**config.mk**
```make
export PLATFORM = sky130hd
export DESIGN_NAME = seq_slice_comparator
export DESIGN_NICKNAME = d
export VERILOG_FILES = /design/src/rtl/seq_slice_comparator.sv
export SDC_FILE = /design/constraint.sdc
export NUM_CORES = 1
export LEC_CHECK = 0
export ABC_AREA = 1
export BUFFER_PORTS_ARGS = -buffer_cell sky130_fd_sc_hd__buf_2
export CORE_MARGIN = 2
export CORE_UTILIZATION = 48
export CTS_CLUSTER_DIAMETER = 200
export DETAILED_ROUTE_END_ITERATION = 12
export PLACE_DENSITY_LB_ADDON = 0.2
export SETUP_SLACK_MARGIN = 0.4
export SLEW_MARGIN = 5
export SYNTH_ARGS = -nofsm -noshare
export SYNTH_HDL_FRONTEND = slang
export SYNTH_SLANG_ARGS = --single-unit
```
**constraint.sdc**
```tcl
create_clock -name clk -period 1.9 [get_ports clk]
set_input_delay 0.19 -clock clk [delete_from_list [all_inputs] [get_ports clk]]
set_output_delay 0.19 -clock clk [all_outputs]
set_load 0.02 [all_outputs]
```
**src/rtl/seq_slice_comparator.sv**
```systemverilog
// Multi-cycle magnitude comparator: walks two WIDTH-bit operands SLICE bits per
// clock from the top slice down, with optional early exit and G/E/L cascade inputs.
module seq_slice_comparator #(
  parameter int WIDTH = 12,
  parameter int SLICE = 3,
  parameter int EARLY = 1
) (
  input  logic             clk,
  input  logic             rst_n,
  input  logic             START,
  input  logic             SGN,
  input  logic [WIDTH-1:0] A,
  input  logic [WIDTH-1:0] B,
  input  logic             G,
  input  logic             E,
  input  logic             L,
  output logic             BUSY,
  output logic             DONE,
  output logic             G_T,
  output logic             E_Q,
  output logic             L_T,
  output logic             state_dbg
);

  // Handshake: START is taken on any rising edge while IDLE (BUSY=0) and is
  // dropped otherwise; DONE is a single-cycle pulse and G_T/E_Q/L_T hold until
  // the next DONE. There is no backpressure on the result side.

  localparam int NS = WIDTH / SLICE;
  localparam int IW = (NS > 1) ? $clog2(NS) : 1;
  localparam logic [IW-1:0] IDX_TOP = IW'(NS - 1);

  typedef enum logic {IDLE = 1'b0, CMP = 1'b1} state_t;

  state_t state, state_nx;

  logic [WIDTH-1:0] a_q, b_q;
  logic [IW-1:0]    idx;
  logic             gt, lt;
  logic             g_c, e_c, l_c;
  logic [SLICE-1:0] a_sl, b_sl;
  logic             sl_gt, sl_lt;
  logic             gt_nx, lt_nx, eq_nx;
  logic             finish;

  // Current slice compare feeds the finishing edge directly (no extra stage).
  always_comb begin
    a_sl   = a_q[idx*SLICE +: SLICE];
    b_sl   = b_q[idx*SLICE +: SLICE];
    sl_gt  = (a_sl > b_sl);
    sl_lt  = (a_sl < b_sl);
    gt_nx  = gt | (~gt & ~lt & sl_gt);
    lt_nx  = lt | (~gt & ~lt & sl_lt);
    eq_nx  = ~gt_nx & ~lt_nx;
    finish = (idx == '0) || ((EARLY != 0) && (sl_gt || sl_lt));
  end

  always_comb begin
    state_nx = state;
    case (state)
      IDLE:    if (START) state_nx = CMP;
      CMP:     if (finish) state_nx = IDLE;
      default: state_nx = IDLE;
    endcase
  end

  always_ff @(posedge clk or negedge rst_n) begin
    if (!rst_n) state <= IDLE;
    else        state <= state_nx;
  end

  always_ff @(posedge clk or negedge rst_n) begin
    if (!rst_n) begin
      a_q  <= '0;
      b_q  <= '0;
      idx  <= '0;
      gt   <= 1'b0;
      lt   <= 1'b0;
      g_c  <= 1'b0;
      e_c  <= 1'b0;
      l_c  <= 1'b0;
      DONE <= 1'b0;
      G_T  <= 1'b0;
      E_Q  <= 1'b0;
      L_T  <= 1'b0;
    end else begin
      DONE <= 1'b0;
      if (state == IDLE && START) begin
        // Flipping the sign bit of both operands maps signed order onto unsigned.
        a_q <= {A[WIDTH-1] ^ SGN, A[WIDTH-2:0]};
        b_q <= {B[WIDTH-1] ^ SGN, B[WIDTH-2:0]};
        g_c <= G;
        e_c <= E;
        l_c <= L;
        idx <= IDX_TOP;
        gt  <= 1'b0;
        lt  <= 1'b0;
      end else if (state == CMP) begin
        gt <= gt_nx;
        lt <= lt_nx;
        if (finish) begin
          G_T  <= gt_nx | (eq_nx & g_c);
          E_Q  <= eq_nx & e_c;
          L_T  <= lt_nx | (eq_nx & l_c);
          DONE <= 1'b1;
        end else begin
          idx <= idx - 1'b1;
        end
      end
    end
  end

  assign BUSY      = (state == CMP);
  assign state_dbg = state;

endmodule

```
==> metrics.yaml <==
wl_met1_mm: 1.78
path_cells: "inv_4 -> buf_6 -> nor2_2 -> o22ai_2 -> ha_4 -> a21oi_4 -> nand2_4 -> nand2_4 -> nand2_8 -> buf_4 -> nand2_1 -> nand2_1"
holdPathStages: 3
yosysMostFrequentCell: "nand2_1"
worst_ep_required_time_ps: 2150
cts_buffer_depth: 2
routed_wl_mm: 3.77
yosysWarnings: 0
crit_buf_inv: 3
max_freq_ghz: 0.512
async_reset_ff_frac: 1.00
highest_layer: "met4"
grt-ovfl-total: 0
clock_latency_ps: 360
hold_path_class: "primary input to flop"
htreeDepth: 2
hold_viol: 0
tns_ps: -113
arrival_ps: 2200
dr_wl_met2_mm: 1.69
critPathKind: "flop to flop"
max-cap-violations: 0
hpwl_mm: 2.66
track_usage: 0.204
grt_pass1_vias: 1443
die_area_mm2: 0.00416
dr.pass1.iters: 4
fp.dieW_um: 64.5
power.density_mw_per_mm2: 2080
start_kind: "flop"
coreArea_mm2: 0.00342
synth_edf_count: 0
final-setup-viol-count: 4
ys_types: 23
initial_core_util: 0.515
die_h_um: 64.5
preCtsSetupSlack_ps: -62.7
yosysTopAreaCell: "dfrtp_1"
drc: 0
cp_top_family: "flip-flops"
n_antenna_cell: 0
max-vdd-ir-drop_mv: 0.757
synthFlopType: "dfrtp_1"
fin_crit_ps: 1950
gp_congestion: 0.826
critical_path.max_fanout: 8
rr_worst_depth: 12
n_fill_cell: 302
r2r_start: "idx[0]"
fp-row-count: 21
drv_slew: 0
viasPerCell: 4.91
final_area_mm2: 0.00224
tritoncts: "done"
synth_seq_area_share: 0.512
wl_met3_um: 193
clkPwrFrac: 0.093
cp_slowest_cell: "dfrtp_2"
clk_pin_slew_ps: 110
fin_skew_ps: 11.1
grt_max_degree: 37
antenna_found_initial: 0
hold_path.startpoint: "A[7]"
swShare: 0.450
rsz0062_at_grt: "yes"
clock-sinks: 36
switching_power_uw: 2100
layout-drive-gt1-share: 0.359
placedInstanceArea_mm2: 0.00206
area_delta_synth_final_pct: 27.6
fin_nets: 293
ant_nets: 0
port_buffers: 36
slew_headroom: 0.471
reg2reg_setup_slack_ps: -50
avgSynthCellArea_um2: 8.37
p_seq_frac: 0.309
fin_crit_sh: 1.03
wl_per_cell_um: 12.4
synthesis.area_mm2: 0.00176
syn_nets: 245
numCtsBuffers: 5
pwr-share-comb: 0.598
critPathMaxStageDelay_ps: 470
p_leak_uw: 0.00118
syn_inst: 210
cts_root_buf: "clkbuf_4"
synthTopCellsByArea: "dfrtp_1 (51%), nand2_1 (20%), ha_1 (2.8%), o21ai_0 (2.8%), inv_1 (2.6%)"
vias: 1497
yosysTopAreaCellShare: 0.512
grt_pass1_wl_mm: 6.38
yosys_register_bits: 36
p_int_uw: 2570
setup_ws_ps: -53.8
worstMarginPinSlew_ps: 794
r2r_end: "E_Q"
endpoint_kind: "flop"
synthTopCellsByCount: "nand2_1 (94), dfrtp_1 (36), inv_1 (12)"
pin_count: 37
hold_end: "a_q[7]"
drt_iter0_drc: 78
status: "complete, but fails checks"
violations: "negative setup slack"
[registers in the layout (all words and copies together), names as in the netlist]
| name | flops |
|---|---|
| b_q | 12 |
| lt | 1 |
| g_c | 1 |
| gt | 1 |
| e_c | 1 |
| a_q | 12 |
| E_Q | 1 |
| G_T | 1 |
| L_T | 1 |
| DONE | 1 |
| l_c | 1 |
| BUSY | 1 |
| idx | 2 |
[power by group through the flow]
| stage | logic (uW) | clock network [uW] | registers [uW] |
|---|---|---|---|
| 3_5_place_dp | 2350 | 0 | 1430 |
| 5_1_grt | 3120 | 478 | 1490 |
| 3_3_place_gp | 2290 | 0 | 1420 |
| 6_report | 2790 | 433 | 1440 |
| 4_1_cts | 2590 | 435 | 1430 |
| 2_1_floorplan | 1830 | 0 | 1390 |
[area by class of cell]
cell class	count	area [um^2]	share of cell area
Clock buffer	6	51.3	0.0229
Clock inverter	2	10.0	0.00446
Inverter	13	53.8	0.0240
Multi-Input combinational cell	152	860	0.383
Sequential cell	36	903	0.403
Tap cell	46	57.6	0.0257
Timing Repair Buffer	50	308	0.137
[tightest hold or removal path, stage by stage]
cell and delay, ps:
buf_2 70, nand2_1 40, nand2_1 50
[worst max-delay path by stage]
stage	startpoint	to	slack, ps	depth (start not counted)
after CTS	idx[0]	L_T	-5	13
after detailed placement	idx[0]	L_T	-60	11
final	idx[0]	E_Q	-50	12
after floorplan	idx[0]	L_T	70	11
after global routing	idx[0]	L_T	-170	13
after global placement	idx[0]	G_T	6	10
[cell families after synthesis]
family	count (synthesis)	synth area share
AO/OA/AOI/OAI	28	0.100
XOR/XNOR	2	0.00997
buffers and inverters	22	0.0598
adder cells (fa/ha/maj)	4	0.0285
flip-flops	36	0.512
AND/OR/NAND/NOR	118	0.289
[metrics by stage]
stage	instances	power, uW	util	hold slack (ps)
floorplan	210	3220	-	-106
global placement	291	3710	0.602	316
detailed placement	291	3770	0.602	310
CTS	302	4450	0.642	24.2
global route	305	5090	0.657	17.3
finish	305	4670	0.657	22.6
[cell usage in the layout (no fill, tap or decap)]
cell / netlist / layout
a21boi_2: 0 / 1
a21oi_1: 7 / 5
a21oi_2: 3 / 4
a21oi_4: 0 / 1
a32o_1: 3 / 2
a32o_2: 0 / 1
buf_12: 0 / 1
buf_2: 7 / 36
buf_4: 1 / 10
buf_6: 1 / 2
clkbuf_4: 0 / 5
clkbuf_8: 0 / 1
clkinv_2: 0 / 2
dfrtp_1: 36 / 34
dfrtp_2: 0 / 2
dlygate4sd3_1: 0 / 1
ha_1: 4 / 2
ha_4: 0 / 2
inv_1: 12 / 8
inv_2: 0 / 3
inv_4: 1 / 2
nand2_1: 94 / 92
nand2_2: 3 / 3
nand2_4: 2 / 3
nand2_8: 0 / 1
nand3_1: 4 / 2
nand3_2: 1 / 2
nand3_4: 0 / 1
nor2_1: 11 / 8
nor2_2: 0 / 3
nor2_4: 2 / 2
nor2_8: 1 / 1
o21ai_0: 10 / 5
o21ai_1: 0 / 3
o21ai_2: 1 / 3
o22ai_1: 3 / 2
o22ai_2: 0 / 1
xnor2_1: 2 / 2
[per-layer routing]
layer / global-route usage / vias to the layer above
met5: 0 / -
met1: 0.280 / 691
met3: 0.0417 / 12
met2: 0.310 / 38
li1: - / 756
met4: 0.0957 / 0
[timing repair]
action / 4_1_cts / 5_1_grt
pin swaps: 5 / 3
endpoints found under the setup margin: 9 / 9
hold buffers: 1 / 0
hold endpoints to repair: 36 / 0
buffers inserted: 2 / 3
gates resized for setup: 18 / 9
No activity file was read; power rests on OpenSTA's default activity.
